File: src/rtl/fetch_pkg.sv
// Shared types and constants for the instruction fetch controller.
package fetch_pkg;

    localparam int FETCH_WIDTH = 3;

    typedef enum logic [1:0] {
        IDLE  = 2'd0,
        RUN   = 2'd1,
        STALL = 2'd2,
        FLUSH = 2'd3
    } fetch_state_e;

endpackage

File: src/rtl/fetch_next_pc.sv
// Slot mask and next fetch address from the same-cycle branch prediction.
module fetch_next_pc
    import fetch_pkg::*;
#(
    parameter int DATA_WIDTH = 32
) (
    input  logic [DATA_WIDTH-1:0]  pc_i,
    input  logic [FETCH_WIDTH-1:0] pred_taken_i,
    input  logic [DATA_WIDTH-1:0]  pred_target_i,
    output logic [DATA_WIDTH-1:0]  next_pc_o,
    output logic [FETCH_WIDTH-1:0] slot_mask_o
);

    localparam logic [DATA_WIDTH-1:0] STRIDE = DATA_WIDTH'(FETCH_WIDTH * 4);

    logic found;

    // Slots up to and including the lowest taken one stay valid; all valid if none taken.
    always_comb begin
        found       = 1'b0;
        slot_mask_o = '0;
        for (int i = 0; i < FETCH_WIDTH; i++) begin
            slot_mask_o[i] = !found;
            if (pred_taken_i[i]) found = 1'b1;
        end
    end

    assign next_pc_o = (|pred_taken_i) ? pred_target_i : pc_i + STRIDE;

endmodule

File: src/rtl/fetch_ctrl.sv
// Fetch controller: issues 3-wide fetch requests under buffer credit, handles stalls and redirects.
module fetch_ctrl
    import fetch_pkg::*;
#(
    parameter int                     DATA_WIDTH   = 32,
    parameter int                     BUFFER_DEPTH = 16,
    parameter logic [DATA_WIDTH-1:0]  RESET_PC     = 32'h8000_0000
) (
    input  logic                          clk,
    input  logic                          reset,
    input  logic [$clog2(BUFFER_DEPTH):0] occupancy_i,
    input  logic                          buble_i,
    input  logic                          redirect_valid_i,
    input  logic [DATA_WIDTH-1:0]         redirect_pc_i,
    input  logic [FETCH_WIDTH-1:0]        pred_taken_i,
    input  logic [DATA_WIDTH-1:0]         pred_target_i,
    output logic [DATA_WIDTH-1:0]         fetch_pc_o,
    output logic                          fetch_req_o,
    output logic [FETCH_WIDTH-1:0]        rsp_valid_o,
    output logic                          buffer_flush_o,
    output logic [1:0]                    state_o
);

    localparam logic [31:0] FW    = 32'(FETCH_WIDTH);
    localparam logic [31:0] DEPTH = 32'(BUFFER_DEPTH);

    fetch_state_e state_q, state_d;
    logic [DATA_WIDTH-1:0]  pc_q, pc_d;
    logic [FETCH_WIDTH-1:0] mask_q, mask_d;
    logic                   inflight_q;
    logic                   flush_q;

    logic [DATA_WIDTH-1:0]  next_pc;
    logic [FETCH_WIDTH-1:0] slot_mask;
    logic [31:0]            occ_eff;
    logic [31:0]            need;
    logic                   req_ok;

    fetch_next_pc #(
        .DATA_WIDTH (DATA_WIDTH)
    ) u_next_pc (
        .pc_i          (pc_q),
        .pred_taken_i  (pred_taken_i),
        .pred_target_i (pred_target_i),
        .next_pc_o     (next_pc),
        .slot_mask_o   (slot_mask)
    );

    // The buffer was just cleared by FLUSH, so the reported occupancy is stale for one cycle.
    assign occ_eff = flush_q ? 32'd0 : 32'(occupancy_i);
    assign need    = occ_eff + (inflight_q ? FW : 32'd0) + FW;
    assign req_ok  = (need <= DEPTH) && !buble_i && !redirect_valid_i;

    always_ff @(posedge clk) begin
        if (reset) begin
            state_q    <= IDLE;
            pc_q       <= RESET_PC;
            mask_q     <= '0;
            inflight_q <= 1'b0;
            flush_q    <= 1'b0;
        end else begin
            state_q    <= state_d;
            pc_q       <= pc_d;
            mask_q     <= mask_d;
            inflight_q <= fetch_req_o;
            flush_q    <= (state_q == FLUSH);
        end
    end

    always_comb begin
        state_d = state_q;
        if (redirect_valid_i) begin
            state_d = FLUSH;
        end else begin
            case (state_q)
                IDLE:    state_d = RUN;
                RUN:     state_d = req_ok ? RUN : STALL;
                STALL:   state_d = req_ok ? RUN : STALL;
                FLUSH:   state_d = RUN;
                default: state_d = IDLE;
            endcase
        end
    end

    always_comb begin
        fetch_req_o    = (state_q == RUN) && req_ok;
        buffer_flush_o = (state_q == FLUSH);
    end

    always_comb begin
        pc_d   = pc_q;
        mask_d = '0;
        if (redirect_valid_i) begin
            pc_d = {redirect_pc_i[DATA_WIDTH-1:2], 2'b00};
        end else if (fetch_req_o) begin
            pc_d   = next_pc;
            mask_d = slot_mask;
        end
    end

    assign fetch_pc_o  = pc_q;
    assign rsp_valid_o = mask_q;
    assign state_o     = state_q;

endmodule

File: config.mk
export PLATFORM = sky130hd
export DESIGN_NAME = fetch_ctrl
export DESIGN_NICKNAME = d
export VERILOG_FILES = /design/src/rtl/fetch_pkg.sv /design/src/rtl/fetch_next_pc.sv /design/src/rtl/fetch_ctrl.sv
export SDC_FILE = /design/constraint.sdc
export NUM_CORES = 1
export LEC_CHECK = 0
export CAP_MARGIN = 20
export CORE_MARGIN = 2
export CORE_UTILIZATION = 40
export CTS_CLUSTER_SIZE = 25
export DETAILED_ROUTE_END_ITERATION = 8
export PLACE_DENSITY = 0.75
export SYNTH_ARGS = -nofsm -noshare
export SYNTH_HDL_FRONTEND = slang
export SYNTH_SLANG_ARGS = --single-unit
File: constraint.sdc
create_clock -name clk -period 3.3 [get_ports clk]
set_clock_uncertainty 0.15 [all_clocks]
set_input_delay 0.33 -clock clk [delete_from_list [all_inputs] [get_ports clk]]
set_output_delay 0.33 -clock clk [all_outputs]
set_load 0.05 [all_outputs]
* Yosys cells after proc, flatten, opt, wreduce, memory -nomap -nowiden
Index checks and enable logic that the tools add are counted.
** Word-level totals
- Bits in registers :: 39
** Cells by class
- Add/subtract/negate cells :: 3
- $lt $le $gt $ge :: 1
- Eq/ne operators :: 3
- Multiplexer cells :: 11
- Bitwise operators :: 1
- Reductions and logical operators :: 14
** Operator list (count)
- $mux W32 :: 3
- $add A32 B4 Y32 const B :: 1
- $add A6 B2 Y7 const B :: 1
- $le A7 B5 Y1 const B :: 1
- $add A5 B2 Y6 :: 1
- $mux W2 :: 3
- $reduce_or A2 Y1 :: 3
- $reduce_or A3 Y1 :: 2
- $mux W5 :: 1
- $eq A2 B2 Y1 const B :: 2
- $logic_not A1 Y1 :: 4
- $pmux W2 S2 :: 1
- $logic_and A1 B1 Y1 :: 3
- $mux W1 :: 3
- $eq A2 B1 Y1 const B :: 1
- $logic_not A2 Y1 :: 1
- $reduce_bool A2 Y1 :: 1
- $not A1 Y1 :: 1

* Depth between registers and ports, before layout
Gate-level depths: netlist of the first run.
- Depth after elaboration :: 9
- Mapped depth :: 14
- Mapped depth without buffers :: 13

* Hierarchy
Synthesis of the first run repeated with hierarchy kept, for this count alone.
** Unflattened totals
- Cell total of the unflattened synthesis :: 348
- Area, all modules :: 2700.1 um^2
** Modules (own cells, without submodules)
- fetch_ctrl :: instances 1, cells an instance 188, area each 1751.7 um^2
- fetch_next_pc :: instances 1, cells an instance 160, area each 948.4 um^2

* Worst setup path before layout of the first run
Ideal clock, no wire load.
- Path kind :: reg2reg
- From :: register flush_q
- To :: register pc_q[28] (netlist: fetch_pc_o[28])
- Setup time :: 0.134 ns
- Arrival time :: 2.686 ns
- Data required time :: 3.016 ns
- Path slack :: 0.331 ns
- Stages on the path, launching flop included :: 15
- Path buffers :: 1
- Cells stage by stage :: dfxtp_1 -> nand2b_1 -> ha_1 -> inv_1 -> ha_1 -> fa_1 -> xnor2_1 -> a32o_1 -> o31ai_4 -> inv_2 -> buf_4 -> nand2b_2 -> inv_1 -> o21ai_0 -> o22ai_1
** Between the ends
- Longest elaborated chain between the ends :: 8
** Ends and longest elaborated chain
- from (decl) :: RTL line fetch_ctrl.sv:31 : logic flush_q;
- from (signal assigned) :: RTL line fetch_ctrl.sv:66 : flush_q <= (state_q == FLUSH);
- $mux W5 :: RTL line fetch_ctrl.sv:50 : assign occ_eff = flush_q ? 32'd0 : 32'(occupancy_i);
- $add A5 B2 Y6 :: RTL line fetch_ctrl.sv:51 : assign need = occ_eff + (inflight_q ? FW : 32'd0) + FW;
- $add A6 B2 Y7 :: RTL line fetch_ctrl.sv:51
- $le A7 B5 Y1 :: RTL line fetch_ctrl.sv:52 : assign req_ok = (need <= DEPTH) && !buble_i && !redirect_valid_i;
- $logic_and A1 B1 Y1 (2 in a row) :: RTL line fetch_ctrl.sv:52
- $logic_and A1 B1 Y1 :: RTL line fetch_ctrl.sv:86 : fetch_req_o = (state_q == RUN) && req_ok;
- via fetch_req_o :: RTL line fetch_ctrl.sv:18 : output logic fetch_req_o,
- $reduce_bool A2 Y1 (no line)
- to (signal assigned) :: RTL line fetch_ctrl.sv:63 : pc_q <= pc_d;
- to (decl) :: RTL line fetch_ctrl.sv:28 : logic [DATA_WIDTH-1:0] pc_q, pc_d;
The timed path passes the listed nets, and every way through them passes these cells.
A chain may end at the register's enable or synchronous reset.

* Worst setup path in the final report of the first run
- From :: input occupancy_i[1]
- To :: output fetch_req_o
** Between the ends
- Longest elaborated chain between the ends :: 7
** Ends and longest elaborated chain
- from (decl) :: RTL line fetch_ctrl.sv:11 : input logic [$clog2(BUFFER_DEPTH):0] occupancy_i,
- $mux W5 :: RTL line fetch_ctrl.sv:50
- $add A5 B2 Y6 :: RTL line fetch_ctrl.sv:51
- $add A6 B2 Y7 :: RTL line fetch_ctrl.sv:51
- $le A7 B5 Y1 :: RTL line fetch_ctrl.sv:52
- $logic_and A1 B1 Y1 (2 in a row) :: RTL line fetch_ctrl.sv:52
- $logic_and A1 B1 Y1 :: RTL line fetch_ctrl.sv:86
- to (decl) :: RTL line fetch_ctrl.sv:18
Every way passes these cells.

==> results of run 1 <==
==> area by class of cell <==
type / count / area share (%)
Multi-Input combinational cell: 261 / 42.5
Timing Repair Buffer: 126 / 31.9
Sequential cell: 39 / 19.7
Tap cell: 77 / 2.43
Clock buffer: 6 / 2.09
Inverter: 12 / 1.20
Clock inverter: 1 / 0.126
==> worst register-to-register path: stages (launching register included) <==
cell,delay (ps)
dfxtp_1,310
nand2b_1,150
ha_1,270
inv_1,40
ha_2,190
fa_2,520
nor2_1,40
a32o_2,280
o31ai_4,310
buf_6,160
buf_6,160
and3_1,180
a21oi_1,40
o22ai_1,190
==> metal layers <==
metal / GRT usage [%] / vias to the layer above / wire length [um]
met4: 5.92 / 0 / 104
met1: 31.1 / 1379 / 3680
li1: - / 1452 / -
met3: 3.89 / 8 / 604
met2: 36.2 / 120 / 3870
met5: 0 / - / 0
==> power breakdown <==
group	leakage, nW	internal [W]	switching [W]
Combinational	1.13	0.000193	0.000214
Sequential	0.321	0.000498	0.0000419
Clock	0.0470	0.000164	0.000172
Total	1.49	0.000856	0.000428
==> placed cells by master (no fill, tap or decap), types with 8 or more instances in the layout <==
cell and instances:
inv_1 11, nand4_1 9, nor3_1 8, dfxtp_1 39, buf_4 9, nor2_1 42, and3_1 15, a221oi_1 12
or3_1 8, xor2_1 16, a21oi_1 23, o21ai_0 20, nand2_1 17, clkdlybuf4s50_1 111, a211oi_1 10, nand3_1 14
==> logic make-up after synthesis <==
kind of cell | synth area share (%)
AND/OR/NAND/NOR | 27.4
AO/OA/AOI/OAI | 23.6
flip-flops | 29.9
buffers and inverters | 6.37
XOR/XNOR | 7.04
adder cells (fa/ha/maj) | 4.12
multiplexers | 1.53
==> flip-flops by register name, indices dropped and copies added (netlist names), named ones only <==
signal       flops
rsp_valid_o      3
inflight_q       1
flush_q          1
fetch_pc_o      30
state_o          2
==> metrics by stage <==
| step | total power, W | instance area, um2 | utilization [%] |
|---|---|---|---|
| 5_1_grt | 0.00133 | 3960 | 62.3 |
| 6_report | 0.00128 | 3960 | 62.3 |
| 2_1_floorplan | 0.000765 | 2610 | - |
| 4_1_cts | 0.00128 | 3920 | 61.7 |
| 3_3_place_gp | 0.000945 | 3810 | 60.1 |
| 3_5_place_dp | 0.000950 | 3810 | 60.1 |
==> path summary, 6_finish.rpt <==
path	to	from	cells after the start	slack [ps]
worst max-delay path	fetch_req_o	occupancy_i[1]	11	100
worst min-delay path	fetch_pc_o[3]$_SDFFE_PP0P_	fetch_pc_o[3]$_SDFFE_PP0P_	2	380
worst max register to register	fetch_pc_o[27]$_SDFFE_PP0P_	flush_q$_SDFF_PP0_	13	240
worst min register to register	fetch_pc_o[3]$_SDFFE_PP0P_	fetch_pc_o[3]$_SDFFE_PP0P_	2	380
==> repair_timing <==
action,CTS,global route
cloned,0,0
pin swaps,1,2
buffers inserted,2,0
gates resized for setup,1,11
endpoints found under the setup margin,1,27
==> impl_results.md, run 1 <==
- Peak clock frequency supported by timing: 0.312 GHz
- Accumulated negative setup slack: 0 ps
- Share of flip-flops with an asynchronous set or reset: 0%
- Clock network latency to the later pin of the worst-skew pair: 290 ps
- Peak ir drop on the vdd network: 0.226 mV
- Final critical-path setup slack: 95.5 ps
- Number of synthesized register bits: 39
- Cell class contributing the biggest share of worst-path delay: adder cells
- Leading cell types by count after synthesis: 42 x nor2_1, 39 x dfxtp_1, 24 x a21oi_1
- HP Class: reg -> reg
- Total number of vias: 2959
- Max-cap viol count: 0
- Maximum clock path buffer count: 2
- Total die area: 7190 um2
- Sequential area share after synthesis: 29.9%
- Leakage Power: 1.49 nW
- Total power density per cell area: 324 nW/um2
- Post-place setup slack: -118 ps
- Setup repair after global routing missed its margin: no
- Slew margin rel.: 51.1%
- Number of filler instances in the final layout: 576
- CP Capture Type: output pin
- CTS tree: yes
- Horizontal extent of the die: 84.8 um
- Hold Fails Final Rpt: 0
- Remaining design rule violation count: 0
- Outcome: finished, final reports clean
- Layout Area Growth over Synthesis: 51.5%
- Peak fanout along the critical path: 2
- Non-filler instance count after layout: 522
- Worst hold slack across all endpoints: 379 ps
- Most common cell in the synthesized netlist: nor2_1
- Critical path class: in -> out
- Top-Level Pins: 115
- Iteration count of the initial detailed-routing pass: 4
- Initial standard-cell utilization of the core: 41.1%
- Count of yosys warnings during synthesis: 0
- Portion of synthesized cell area occupied by the leading cell type: 29.9%
- Instance count after placement with tap cells included: 513
- Routed length per placed instance: 15.8 um
- Final weighted congestion in routability-driven placement: 0.825
- Area occupied by registers: 781 um2
- Ranking of synthesized cells by area: dfxtp_1 30%, nor2_1 6.0%, xor2_1 5.4%, a21oi_1 4.6%, a221oi_1 4.0%
- Maximum number of pins on one net before global-route repair: 46
- Data arrival time of the critical path: 2720 ps
- Syn_area_per_cell: 7.78 um2
- Number of global-route vias before repair: 2746
- Wire length of the first global-routing pass: 13200 um
- Final #Nets: 529
- Tmin final: 3200 ps
- Count of input and output buffers: 112
- WL final: 8260 um
- Cells along the critical path: clkdlybuf4s50_1 -> nand2b_1 -> ha_1 -> inv_1 -> ha_2 -> fa_2 -> nor2_1 -> a32o_2 -> o31ai_4 -> inv_4 -> buf_6
- Clk Tree Root Cell: clkbuf_8
- Final max-slew violation count: 0
- CTS H-tree lvls: 2
- Critical path required time: 2820 ps
- Mapped Cells: 336
- Sink Count: 39
- Post-route clock period utilization: 97.1%
- Combined buffer and inverter count along the critical path: 4
- Dominant register cell in the synthesized netlist: dfxtp_1
- Startpoint Class: input port
- Number of buffers added to fix hold violations after cts: 0
- Synthesized Nets: 420
- Die span in y: 84.8 um
- Largest stage delay on the critical path: 520 ps
- Clock transition time at the flip-flop clock pins of the worst setup and hold paths: 80 ps
- Per-cell via count in the routed design: 5.67
- Share of layout cells above drive strength 1: 7.64%
- Detail Route Antenna Nets: 0
- Count of distinct cell types in the synthesized netlist: 47
- Core region area: 6350 um2
- Worst path slowest cell: fa_2
- Measured slew at the worst slew-check pin: 731 ps
- Total congestion overflow: 0
- Post-synth EDFFs: 0
- Summed instance area of the synthesized netlist: 2610 um2
- Estimated wirelength of the detail-placed design: 5950 um
- Synth area leader: dfxtp_1
- Initial antenna violation count: 0
- First DRT Iteration DRCs: 134
- Clock buffers created by TritonCTS: 5
- All-layer global routing usage: 22.4%
- Total setup violations reported at the end of the flow: 0
- Footprint of the multi-input gates: 1680 um2
- Number of antenna diodes: 0
- Standard-cell rows: 29
(Power assumes the default switching activity.)
==> run 2: changes to the inputs <==
--- a/config.mk
+++ b/config.mk
@@ -6,11 +6,11 @@
 export NUM_CORES = 1
 export LEC_CHECK = 0
 export CAP_MARGIN = 20
-export CORE_MARGIN = 2
+export CORE_MARGIN = 10
 export CORE_UTILIZATION = 40
 export CTS_CLUSTER_SIZE = 25
 export DETAILED_ROUTE_END_ITERATION = 8
-export PLACE_DENSITY = 0.75
+export PLACE_DENSITY = 0.84
 export SYNTH_ARGS = -nofsm -noshare
 export SYNTH_HDL_FRONTEND = slang
 export SYNTH_SLANG_ARGS = --single-unit
==> run 2 against run 1 <==
Sequential cell count is the same. Global-route usage shrank 4.5 points. Wire length grew 14%. Combinational power is essentially flat. First-iteration DRC count grew 21%. Via count grew 1.6%. Worst hold slack lost 1.7 ps. Total power grew 0.14%. Critical path type unchanged. Largest power group unchanged.
==> impl_results.md, run 2 (synthesis results as in run 1) <==
- Initial antenna violation count: 0
- Area occupied by registers: 781 um2
- Minimum setup slack among reg-to-reg paths: 260 ps
- Worst path slowest cell: fa_2
- Clock buffers created by TritonCTS: 5
- Worst hold slack across all endpoints: 378 ps
- Cells along the critical path: clkdlybuf4s50_1 -> nand2b_1 -> ha_1 -> inv_1 -> ha_4 -> fa_2 -> nor2_1 -> a32o_2 -> o31ai_4 -> inv_4 -> buf_8
- Peak clock frequency supported by timing: 0.314 GHz
- Total congestion overflow: 0
- Per-cell via count in the routed design: 5.81
- Share of layout cells above drive strength 1: 6.58%
- Non-filler instance count after layout: 518
- CTS H-tree lvls: 2
- Clock network latency to the later pin of the worst-skew pair: 290 ps
- Measured slew at the worst slew-check pin: 836 ps
- Accumulated negative setup slack: 0 ps
- Number of filler instances in the final layout: 581
- Most frequent cells in the layout: 111 x clkdlybuf4s50_1, 42 x nor2_1, 39 x dfxtp_1, 24 x a21oi_1, 20 x o21ai_0
- Number of global-route vias before repair: 3047
- Final max-slew violation count: 0
- Peak ir drop on the vdd network: 0.178 mV
- Clock transition time at the flip-flop clock pins of the worst setup and hold paths: 80 ps
- Clk Tree Root Cell: clkbuf_8
- Total power density per cell area: 328 nW/um2
- Detail Route Antenna Nets: 0
- Uppermost routed layer: met4
- Peak fanout along the critical path: 5
- CTS tree: yes
- Tmin final: 3190 ps
- Layout Area Growth over Synthesis: 50.1%
- Standard-cell rows: 29
- Top-Level Pins: 115
- Maximum number of pins on one net before global-route repair: 46
- Startpoint Class: input port
- Startpoint of the most critical register-to-register path: flush_q$_SDFF_PP0_
- Fraction of the core area covered by cells at the end of the flow: 61.8%
- Commonest non-fill, non-tap cell in the layout: clkdlybuf4s50_1
- Routed length per placed instance: 18.2 um
- Final weighted congestion in routability-driven placement: 0.864
- Die span in y: 101 um
- Core region area: 6350 um2
- Critical path class: in -> out
- Data arrival time of the critical path: 2710 ps
- Final #Nets: 525
- Estimated wirelength of the detail-placed design: 7090 um
- Footprint of the multi-input gates: 1690 um2
- Instance count after placement with tap cells included: 510
- Remaining design rule violation count: 0
- Initial standard-cell utilization of the core: 41.1%
- Startpoint of the worst setup timing path: occupancy_i[1]
- CP Capture Type: output pin
- Met3 Routed Length: 822 um
- Number of buffers added to fix hold violations after cts: 0
- First DRT Iteration DRCs: 162
- Horizontal extent of the die: 101 um
- Detailed-routing wirelength on met1: 3980 um
- Number of antenna diodes: 0
- Post-route clock period utilization: 96.6%
- Hold Path Origin: fetch_pc_o[3]$_SDFFE_PP0P_
- Routed wire length on met2: 4460 um
- Largest register FFs: 30
- Leakage Power: 1.47 nW
- HP Class: reg -> reg
- Slew margin rel.: 44.1%
- Tot Pwr: 0.00129 W
- Total setup violations reported at the end of the flow: 0
- Hold Fails Final Rpt: 0
- Maximum clock path buffer count: 2
- Total number of vias: 3007
- Outcome: finished, final reports clean
- Setup repair after global routing missed its margin: no
- Max-cap viol count: 0
- Sink Count: 39
- Iteration count of the initial detailed-routing pass: 5
- Largest stage delay on the critical path: 510 ps
- All-layer global routing usage: 17.9%
- Wire length of the first global-routing pass: 15200 um
- WL final: 9410 um
- Count of input and output buffers: 112
- Critical path required time: 2820 ps
- Total die area: 10200 um2
run 2: changes by cell type in the layout (fill, tap and decap cells not counted):
cell / previous run / this run
ha_2: 1 / 0
buf_8: 0 / 1
buf_4: 9 / 7
buf_12: 2 / 1
a21oi_2: 1 / 0
a21oi_1: 23 / 24
buf_6: 4 / 2
ha_4: 0 / 1
run 2: power breakdown:
group	switching [W]	total (W)	internal [W]
logic	0.000219	0.000409	0.000190
clock network	0.000173	0.000337	0.000164
registers	0.0000410	0.000539	0.000498
total	0.000433	0.00129	0.000852
run 2: layer usage:
metal / track usage (%) / vias to the layer above
met5: 0 / -
li1: - / 1449
met4: 4.24 / 0
met1: 22.4 / 1415
met2: 28.9 / 131
met3: 5.97 / 12
run 2: cell type report:
| class | count | share of cell area (%) |
|---|---|---|
| multi-input combinational | 261 | 43.0 |
| timing repair buffer | 122 | 31.1 |
| sequential | 39 | 19.9 |
| tap | 77 | 2.46 |
| clock buffer | 6 | 2.11 |
| inverter | 12 | 1.21 |
| clock inverter | 1 | 0.128 |
run 2: timing repair:
item	in CTS	in global routing
gates resized for setup	2	7
endpoints found under the hold margin	0	0
buffers inserted	1	0
pin swaps	1	3
setup endpoints to repair	1	27
run 2: worst max-delay path: cells and delay by family:
kind / cells / cell delay (ps)
AND/OR/NAND/NOR: 2 / 110
buffers and inverters: 4 / 800
AO/OA/AOI/OAI: 2 / 540
adder cells (fa/ha/maj): 3 / 940
run 2: final timing paths:
kind,end,cells past startpoint
setup / recovery,fetch_req_o,11
hold / removal,fetch_pc_o[3]$_SDFFE_PP0P_,2
setup reg to reg,fetch_pc_o[8]$_SDFFE_PP0P_,14
hold reg to reg,fetch_pc_o[3]$_SDFFE_PP0P_,2
run 2: metrics by stage:
step           setup slack [ps]  area [um2]
2_1_floorplan               331        2610
3_3_place_gp              -61.8        3790
3_5_place_dp               -129        3790
4_1_cts                    9.16        3890
5_1_grt                    15.9        3920
6_report                    111        3920
